**src/rtl/ctrl_pkg.sv**
```systemverilog
// rtl/ctrl_pkg.sv - state codes, opcode constants and select encodings for ctrl_multicycle
package ctrl_pkg;

    localparam logic [4:0] S_RESET_SP = 5'd0;
    localparam logic [4:0] S_FETCH    = 5'd1;
    localparam logic [4:0] S_MEM_WAIT = 5'd2;
    localparam logic [4:0] S_IR_LOAD  = 5'd3;
    localparam logic [4:0] S_DECODE   = 5'd4;
    localparam logic [4:0] S_EXEC_R   = 5'd5;
    localparam logic [4:0] S_WB_R     = 5'd6;
    localparam logic [4:0] S_EXEC_I   = 5'd7;
    localparam logic [4:0] S_WB_I     = 5'd8;
    localparam logic [4:0] S_ADDR     = 5'd9;
    localparam logic [4:0] S_LW_RD    = 5'd10;
    localparam logic [4:0] S_LW_WB    = 5'd11;
    localparam logic [4:0] S_SW       = 5'd12;
    localparam logic [4:0] S_BEQ      = 5'd13;
    localparam logic [4:0] S_JUMP     = 5'd14;
    localparam logic [4:0] S_JAL      = 5'd15;
    localparam logic [4:0] S_JR       = 5'd16;
    localparam logic [4:0] S_ILLEGAL  = 5'd17;

    localparam logic [5:0] OP_RTYPE = 6'h00;
    localparam logic [5:0] OP_J     = 6'h02;
    localparam logic [5:0] OP_JAL   = 6'h03;
    localparam logic [5:0] OP_BEQ   = 6'h04;
    localparam logic [5:0] OP_ADDI  = 6'h08;
    localparam logic [5:0] OP_LW    = 6'h23;
    localparam logic [5:0] OP_SW    = 6'h2B;
    localparam logic [5:0] FN_JR    = 6'h08;

    localparam logic [2:0] REGDST_RT    = 3'd0;
    localparam logic [2:0] REGDST_RD    = 3'd1;
    localparam logic [2:0] REGDST_DATA2 = 3'd2;
    localparam logic [2:0] REGDST_SP    = 3'd3;
    localparam logic [2:0] REGDST_RA    = 3'd4;

    localparam logic [2:0] WDSEL_ALUOUT = 3'd0;
    localparam logic [2:0] WDSEL_MDR    = 3'd1;
    localparam logic [2:0] WDSEL_PC     = 3'd2;
    localparam logic [2:0] WDSEL_SPINIT = 3'd3;

    localparam logic [1:0] PCSRC_ALU    = 2'd0;
    localparam logic [1:0] PCSRC_ALUOUT = 2'd1;
    localparam logic [1:0] PCSRC_JUMP   = 2'd2;
    localparam logic [1:0] PCSRC_REG    = 2'd3;

    localparam logic [1:0] SRCB_B     = 2'd0;
    localparam logic [1:0] SRCB_FOUR  = 2'd1;
    localparam logic [1:0] SRCB_IMM   = 2'd2;
    localparam logic [1:0] SRCB_IMMSH = 2'd3;

    localparam logic [2:0] ALUOP_ADD   = 3'd0;
    localparam logic [2:0] ALUOP_SUB   = 3'd1;
    localparam logic [2:0] ALUOP_FUNCT = 3'd2;
    localparam logic [2:0] ALUOP_AND   = 3'd3;
    localparam logic [2:0] ALUOP_OR    = 3'd4;

    localparam logic [31:0] SP_INIT = 32'd227;

    function automatic logic [4:0] dispatch(input logic [5:0] op, input logic [5:0] fn);
        case (op)
            OP_RTYPE: return (fn == FN_JR) ? S_JR : S_EXEC_R;
            OP_ADDI:  return S_EXEC_I;
            OP_LW,
            OP_SW:    return S_ADDR;
            OP_BEQ:   return S_BEQ;
            OP_J:     return S_JUMP;
            OP_JAL:   return S_JAL;
            default:  return S_ILLEGAL;
        endcase
    endfunction

endpackage

```
**src/rtl/mem_wait_cnt.sv**
```systemverilog
// rtl/mem_wait_cnt.sv - memory latency counter: start loads 1, done on the last wait cycle
module mem_wait_cnt #(
    parameter int MEM_LAT = 2
) (
    input  logic clk,
    input  logic reset,
    input  logic start,
    output logic done
);

    localparam logic [2:0] LAST = 3'(MEM_LAT - 1);

    logic [2:0] cnt;

    // cnt==0 means idle; a wait occupies MEM_LAT-1 cycles counting 1..LAST
    always_ff @(posedge clk or posedge reset) begin
        if (reset) begin
            cnt <= 3'd0;
        end else if (start) begin
            cnt <= 3'd1;
        end else if (cnt != 3'd0) begin
            cnt <= (cnt == LAST) ? 3'd0 : cnt + 3'd1;
        end
    end

    assign done = (cnt != 3'd0) && (cnt == LAST);

endmodule

```
**src/rtl/ctrl_multicycle.sv**
```systemverilog
// rtl/ctrl_multicycle.sv - Moore control FSM for the multicycle datapath; OPCODE_EXC_EN enables illegal-opcode trap
module ctrl_multicycle
    import ctrl_pkg::*;
#(
    parameter int MEM_LAT = 2
`ifdef OPCODE_EXC_EN
    ,
    parameter logic [31:0] EXC_VEC = 32'h000000FF
`endif
) (
    input  logic       clk,
    input  logic       reset,
    input  logic [5:0] opcode,
    input  logic [5:0] funct,
    input  logic       zero,
    output logic       pc_write,
    output logic       pc_wr_cond,
    output logic [1:0] pc_src,
    output logic       iord,
    output logic       mem_wr,
    output logic       ir_write,
    output logic       reg_write,
    output logic [2:0] reg_dst_sel,
    output logic [2:0] wd_sel,
    output logic       alu_src_a,
    output logic [1:0] alu_src_b,
    output logic [2:0] alu_op,
    output logic       epc_write,
    output logic [4:0] state_o
);

    localparam bit HAS_WAIT = (MEM_LAT > 1);

    logic [4:0] state, next_state;
    logic       ret_lw;
    logic       wait_start, wait_done;

    // the branch decision is taken in the datapath via pc_wr_cond
    logic unused_zero;
    assign unused_zero = zero;

    assign wait_start = HAS_WAIT && ((state == S_FETCH) || (state == S_LW_RD));
    assign state_o    = state;

    mem_wait_cnt #(.MEM_LAT(MEM_LAT)) u_wait (
        .clk   (clk),
        .reset (reset),
        .start (wait_start),
        .done  (wait_done)
    );

    always_ff @(posedge clk or posedge reset) begin
        if (reset) begin
            state  <= S_RESET_SP;
            ret_lw <= 1'b0;
        end else begin
            state <= next_state;
            if (state == S_LW_RD)
                ret_lw <= 1'b1;
            else if (state == S_FETCH)
                ret_lw <= 1'b0;
        end
    end

    always_comb begin
        next_state = S_FETCH;
        case (state)
            S_FETCH:    next_state = HAS_WAIT ? S_MEM_WAIT : S_IR_LOAD;
            S_MEM_WAIT: next_state = !wait_done ? S_MEM_WAIT : (ret_lw ? S_LW_WB : S_IR_LOAD);
            S_IR_LOAD:  next_state = S_DECODE;
            S_DECODE:   next_state = dispatch(opcode, funct);
            S_EXEC_R:   next_state = S_WB_R;
            S_EXEC_I:   next_state = S_WB_I;
            S_ADDR:     next_state = (opcode == OP_LW) ? S_LW_RD : S_SW;
            S_LW_RD:    next_state = HAS_WAIT ? S_MEM_WAIT : S_LW_WB;
            default:    next_state = S_FETCH;
        endcase
    end

    // outputs decode from state only, forced quiet while reset is held
    always_comb begin
        pc_write    = 1'b0;
        pc_wr_cond  = 1'b0;
        pc_src      = PCSRC_ALU;
        iord        = 1'b0;
        mem_wr      = 1'b0;
        ir_write    = 1'b0;
        reg_write   = 1'b0;
        reg_dst_sel = REGDST_RT;
        wd_sel      = WDSEL_ALUOUT;
        alu_src_a   = 1'b0;
        alu_src_b   = SRCB_B;
        alu_op      = ALUOP_ADD;
        epc_write   = 1'b0;
        if (!reset) begin
            case (state)
                S_RESET_SP: begin
                    reg_write = 1'b1; reg_dst_sel = REGDST_SP; wd_sel = WDSEL_SPINIT;
                end
                S_FETCH: begin
                    alu_src_b = SRCB_FOUR; pc_write = 1'b1;
                end
                S_IR_LOAD: ir_write = 1'b1;
                S_DECODE:  alu_src_b = SRCB_IMMSH;
                S_EXEC_R: begin
                    alu_src_a = 1'b1; alu_op = ALUOP_FUNCT;
                end
                S_WB_R: begin
                    reg_write = 1'b1; reg_dst_sel = REGDST_RD;
                end
                S_EXEC_I, S_ADDR: begin
                    alu_src_a = 1'b1; alu_src_b = SRCB_IMM;
                end
                S_WB_I:  reg_write = 1'b1;
                S_LW_RD: iord = 1'b1;
                S_LW_WB: begin
                    reg_write = 1'b1; wd_sel = WDSEL_MDR;
                end
                S_SW: begin
                    iord = 1'b1; mem_wr = 1'b1;
                end
                S_BEQ: begin
                    alu_src_a = 1'b1; alu_op = ALUOP_SUB; pc_wr_cond = 1'b1; pc_src = PCSRC_ALUOUT;
                end
                S_JUMP: begin
                    pc_write = 1'b1; pc_src = PCSRC_JUMP;
                end
                S_JAL: begin
                    reg_write = 1'b1; reg_dst_sel = REGDST_RA; wd_sel = WDSEL_PC;
                    pc_write = 1'b1; pc_src = PCSRC_JUMP;
                end
                S_JR: begin
                    pc_write = 1'b1; pc_src = PCSRC_REG;
                end
`ifdef OPCODE_EXC_EN
                S_ILLEGAL: begin
                    epc_write = 1'b1; alu_src_b = SRCB_FOUR; alu_op = ALUOP_SUB;
                    pc_write = 1'b1; pc_src = PCSRC_REG;
                end
`endif
                default: ;
            endcase
        end
    end

endmodule

```
**config.mk**
```make
export PLATFORM = sky130hd
export DESIGN_NAME = ctrl_multicycle
export DESIGN_NICKNAME = d
export VERILOG_FILES = /design/src/rtl/ctrl_pkg.sv /design/src/rtl/mem_wait_cnt.sv /design/src/rtl/ctrl_multicycle.sv
export SDC_FILE = /design/constraint.sdc
export NUM_CORES = 1
export LEC_CHECK = 0
export BUFFER_PORTS_ARGS = -buffer_cell sky130_fd_sc_hd__buf_4
export CORE_ASPECT_RATIO = 1.4
export CORE_MARGIN = 5
export CORE_UTILIZATION = 51
export DETAILED_ROUTE_END_ITERATION = 7
export PLACE_DENSITY_LB_ADDON = 0.3
export SYNTH_ARGS = -nofsm -noshare
export SYNTH_HDL_FRONTEND = slang
export SYNTH_SLANG_ARGS = --single-unit
```
**constraint.sdc**
```tcl
create_clock -name clk -period 3 [get_ports clk]
set_input_delay 0.15 -clock clk [delete_from_list [all_inputs] [get_ports clk]]
set_output_delay 0.15 -clock clk [all_outputs]
set_load 0.02 [all_outputs]
```
Word-level counts from Yosys, hierarchy flattened
Cells that the tools add are included.
{ "word_totals": {"word_cells": 78, "output_inout_bits": 26, "reg_bits": 9} }
{ "op_classes": {"mux": 35, "addsub": 1, "eq_ne": 24, "n_reduce_logical": 15} }
{ "op_table": {"columns": ["cell", "count"], "rows": [
  ["5-bit by 4-bit == test with 1-bit output, second input constant", 8],
  ["5-bit case mux with 7 select lines", 1],
  ["5-bit case mux with 6 select lines", 1],
  ["5-bit by 3-bit == test with 1-bit output, second input constant", 4],
  ["2-bit case mux with 3 select lines", 3],
  ["1-bit two-way mux", 16],
  ["3-bit two-way mux", 5],
  ["6-bit by 2-bit == test with 1-bit output, second input constant", 2],
  ["6-bit by 4-bit == test with 1-bit output, second input constant", 2],
  ["6-bit == test, second input constant", 2],
  ["5-bit by 2-bit == test with 1-bit output, second input constant", 2],
  ["2-bit OR reduction", 5],
  ["3-bit case mux with 3 select lines", 1],
  ["2-bit two-way mux", 4],
  ["4-bit two-way mux", 2],
  ["4-bit OR reduction", 2],
  ["6-bit by 3-bit == test with 1-bit output, second input constant", 1],
  ["6-bit zero test", 1],
  ["5-bit by 1-bit == test with 1-bit output, second input constant", 1],
  ["5-bit == test, second input constant", 1],
  ["5-bit zero test", 1],
  ["5-bit two-way mux", 1],
  ["5-bit OR reduction", 1],
  ["2-bit case mux with 2 select lines", 1],
  ["other kinds (6)", 7]
]} }

Logic depth before layout (Yosys ltp)
{ "depth": {"word_depth": 4, "depth_mapped": 6, "mapped_depth_nobuf": 4} }

Modules after synthesis
Synthesis repeated with hierarchy kept, for this count alone.
{ "unflattened": {"hier_cells": 136, "hier_area_um2": 982.2} }
{ "by_module_without_submodules": {"columns": ["mod", "seq_area_each_um2", "cells_each", "area_per_inst_um2", "n_inst"], "rows": [
  ["ctrl_multicycle", 150.1, 123, 840.8, 1],
  ["mem_wait_cnt", 75.1, 13, 141.4, 1]
]} }

Worst setup path after synthesis
Ideal clock, no wire load.
{ "synth_timing": {"kind": "register -> output", "start": "register state[1] (netlist: state_o[1])", "end": "output wd_sel[0]", "path_buffers": 2, "required_ns": 2.850, "setup_slack_ns": 0.626, "arrival_time_ns": 2.224, "path_stages_with_launch": 5, "path_cell_list": "dfrtp_1 clkbuf_1 clkbuf_1 nand3_1 a2111oi_0"} }
{ "synth_via": {"elab_chain_len": 3} }
{ "synth_lines": {"columns": ["element", "line_no", "text"], "rows": [
  ["from (decl)", "ctrl_multicycle.sv:34", "logic [4:0] state, next_state;"],
  ["from (signal assigned)", "ctrl_multicycle.sv:57", "state <= next_state;"],
  ["5-bit by 4-bit == test with 1-bit output / 5-bit zero test (equally long branches)", "ctrl_multicycle.sv:96", "case (state)"],
  ["2-bit case mux with 3 select lines *", "ctrl_multicycle.sv:96", null],
  ["2-bit two-way mux *", "ctrl_multicycle.sv:95", "if (!reset) begin"],
  ["to (decl)", "ctrl_multicycle.sv:24", "output logic [2:0] wd_sel,"]
]} }
Mark *: on every way between the ends. The rest lies on a longest branch, timed or not.

Final worst setup path
{ "layout_timing": {"start": "register state[3] (netlist: state_o[3])", "end": "output wd_sel[0]"} }
Same word-level chain as after synthesis.

==> results.sh <==
export IMPL_synthArstFlopShare=1.00
export IMPL_grt_antenna_before_repair=0
export IMPL_ant_nets=0
export IMPL_syn_to_final_growth_pct=24.1
export IMPL_io_buffers=36
export IMPL_rsz0062_at_grt="no"
export IMPL_antenna_cells=0
export IMPL_maxSlewViolCount=0
export IMPL_cp_required_ns=2.85
export IMPL_worstHoldPathType="in2reg"
export IMPL_routabilityCongestion=0.802
export IMPL_period_share=0.714
export IMPL_cts_max_level=1
export IMPL_yosysSeqAreaShare=0.230
export IMPL_track_usage=0.190
export IMPL_routedWlPerCell_um=14.3
export IMPL_drt_total_wl_mm=2.56
export IMPL_synth_adder_area_share=0
export IMPL_clock_path_buffers=2
export IMPL_cp_max_fo=27
export IMPL_core_um2=1800
export IMPL_setup_violations=0
export IMPL_synth_cells=132
export IMPL_post_synth_and_or_nand_nor_area_fraction=0.369
export IMPL_syn_area_um2=977
export IMPL_first_global_vias=1020
export IMPL_tightest_slew_ns=0.830
export IMPL_hold_ws_ns=0.279
export IMPL_std_cell_rows=18
export IMPL_grt_pass1_wl_mm=4.22
export IMPL_clk_latency_ns=0.25
export IMPL_fin_cells=179
export IMPL_die_area_um2=2900
export IMPL_die_h_um=61.8
export IMPL_cts_buffers=3
export IMPL_drt_iter0_drc=7
export IMPL_finClkSkew_ns=0.00242
export IMPL_root_buffer="clkbuf_4"
export IMPL_dp_cells=174
export IMPL_chipWidth_um=47.0
export IMPL_synth_compound_area_frac=0.229
export IMPL_hold_viol_final=0
export IMPL_clkTransAtPathRegs_ns=0.06
export IMPL_synth_mux_area_frac=0.0320
export IMPL_ioPinCount=41
export IMPL_yosysUniqueCellTypes=47
export IMPL_synth_edff_count=0
export IMPL_maxCapViolations=0
export IMPL_setup_worst_path_end_class="primary output"
export IMPL_cts_tree="yes"
export IMPL_dr_pass1_iters=4
export IMPL_cts_resized=0
export IMPL_nets=175
export IMPL_synth_top_family_by_area="simple AND/OR/NAND/NOR gates"
export IMPL_ys_flop_type="dfrtp_1"
export IMPL_cp_arrival_ns=1.99
export IMPL_synth_xor_area_share=0.0179
export IMPL_critPathKind="reg2out"
export IMPL_setup_tns_ns=0
export IMPL_final_cell_mix="buf_4, nor2_1, nand2_1, dfrtp_1, nor3_1"
export IMPL_drive_gt1_frac=0.270
export IMPL_vias=1097
export IMPL_slew_headroom=0.447
export IMPL_gr_total_overflow=0
export IMPL_fin_crit_ns=2.14
export IMPL_leakage_nw=0.517
export IMPL_p_per_area_nw_per_um2=776
export IMPL_holdBufCountCts=1
export IMPL_ys_seq_elements=9
export IMPL_grt_max_degree=28
export IMPL_avgSynthCellArea_um2=7.40
export IMPL_max_freq_mhz=467
export IMPL_worstSetupStartpointType="flop"
export IMPL_start_util=0.542
export IMPL_outcome="finished, final reports clean"
export IMPL_irDropWorstVdd_uv=517
export IMPL_yosys_warnings=0
export IMPL_final_common_cell="buf_4"
export IMPL_cts_sinks=9
export IMPL_viasPerCell=6.13
export IMPL_drc_errors=0
export IMPL_dp_final_hpwl_mm=1.91
export IMPL_post_cts_buffers=0
[cells in the mapped netlist, types with 2 or more instances]
cell,number,area [µm²]
inv_1,3,11.3
nand4_1,2,12.5
o21bai_1,2,15.0
clkbuf_1,8,30.0
or4_1,3,22.5
nor3_1,8,40.0
o21a_1,2,15.0
nor4_1,5,31.3
a21oi_1,7,35.0
o41ai_1,2,17.5
mux2i_1,2,20.0
dfrtp_1,9,225
nand2_1,9,33.8
buf_4,4,30.0
a31oi_1,6,37.5
nor2b_1,3,18.8
a211oi_1,2,15.0
nand3_1,4,20.0
clkbuf_8,2,27.5
nor2_1,16,60.1
nand2b_1,4,25.0
o21ai_0,2,10.0
nor4b_1,3,26.3
[routing by layer]
metal,vias up,part of all wire,GRT usage
met5,-,0,0
met1,522,0.40,0.233
met2,35,0.54,0.336
met4,0,0,0.0474
li1,540,-,-
met3,0,0.056,0.0346
[registers in the layout, summed over array words and instances (netlist names)]
name / cells
ret_lw: 1
state_o: 5
u_wait.cnt: 3
[worst paths after layout]
| check | slack, ns | start | depth (start not counted) | endpoint |
|---|---|---|---|---|
| worst max-delay path | 0.86 | state_o[3] | 3 | wd_sel[0] |
| worst min-delay path | 0.28 | opcode[3] | 3 | state_o[1] |
| worst max register to register | 1.02 | state_o[3] | 4 | state_o[0] |
| worst min register to register | 0.57 | ret_lw | 2 | ret_lw |
| max in group asynchronous | 2.22 | reset | 3 | u_wait.cnt[2] |
| min in group asynchronous | 0.50 | reset | 3 | state_o[0] |
[where the power goes]
group	internal, W	switching (W)	leakage [nW]
sequential	0.000155	0.000148	0.119
clock	0.0000511	0.0000392	0.0150
combinational	0.000247	0.000301	0.383
[final cells by class]
type | instances | area (µm²)
clock buffer | 4 | 26.3
fill | 164 | 589
inverter | 3 | 11.3
multi-input combinational | 106 | 644
sequential | 9 | 225
tap | 20 | 25.0
timing repair buffer | 37 | 280
[stage by stage]
step	util	cell area [µm²]	setup slack (ns)	total power [W]
floorplan	-	985	0.626	0.000690
global placement	0.653	1180	1.12	0.000828
detailed placement	0.653	1180	1.10	0.000843
CTS	0.673	1210	0.883	0.000938
global route	0.673	1210	0.710	0.00101
finish	0.673	1210	0.857	0.000941
[worst max-delay path: stages (launching register included)]
cell       delay [ns]
dfrtp_1          0.88
nand3_1          0.18
a2111oi_0        0.45
buf_4            0.22
[cells by family (layout without fill, tap and decap cells)]
kind of cell | count (synthesis) | in the layout
xor gates and xnor gates | 2 | 2
AOI/OAI and AO/OA | 32 | 32
other | 1 | 3
muxes | 3 | 3
DFF | 9 | 9
and+or+nand+nor | 66 | 66
buffers and inverters | 19 | 44
(Power assumes the default switching activity.)
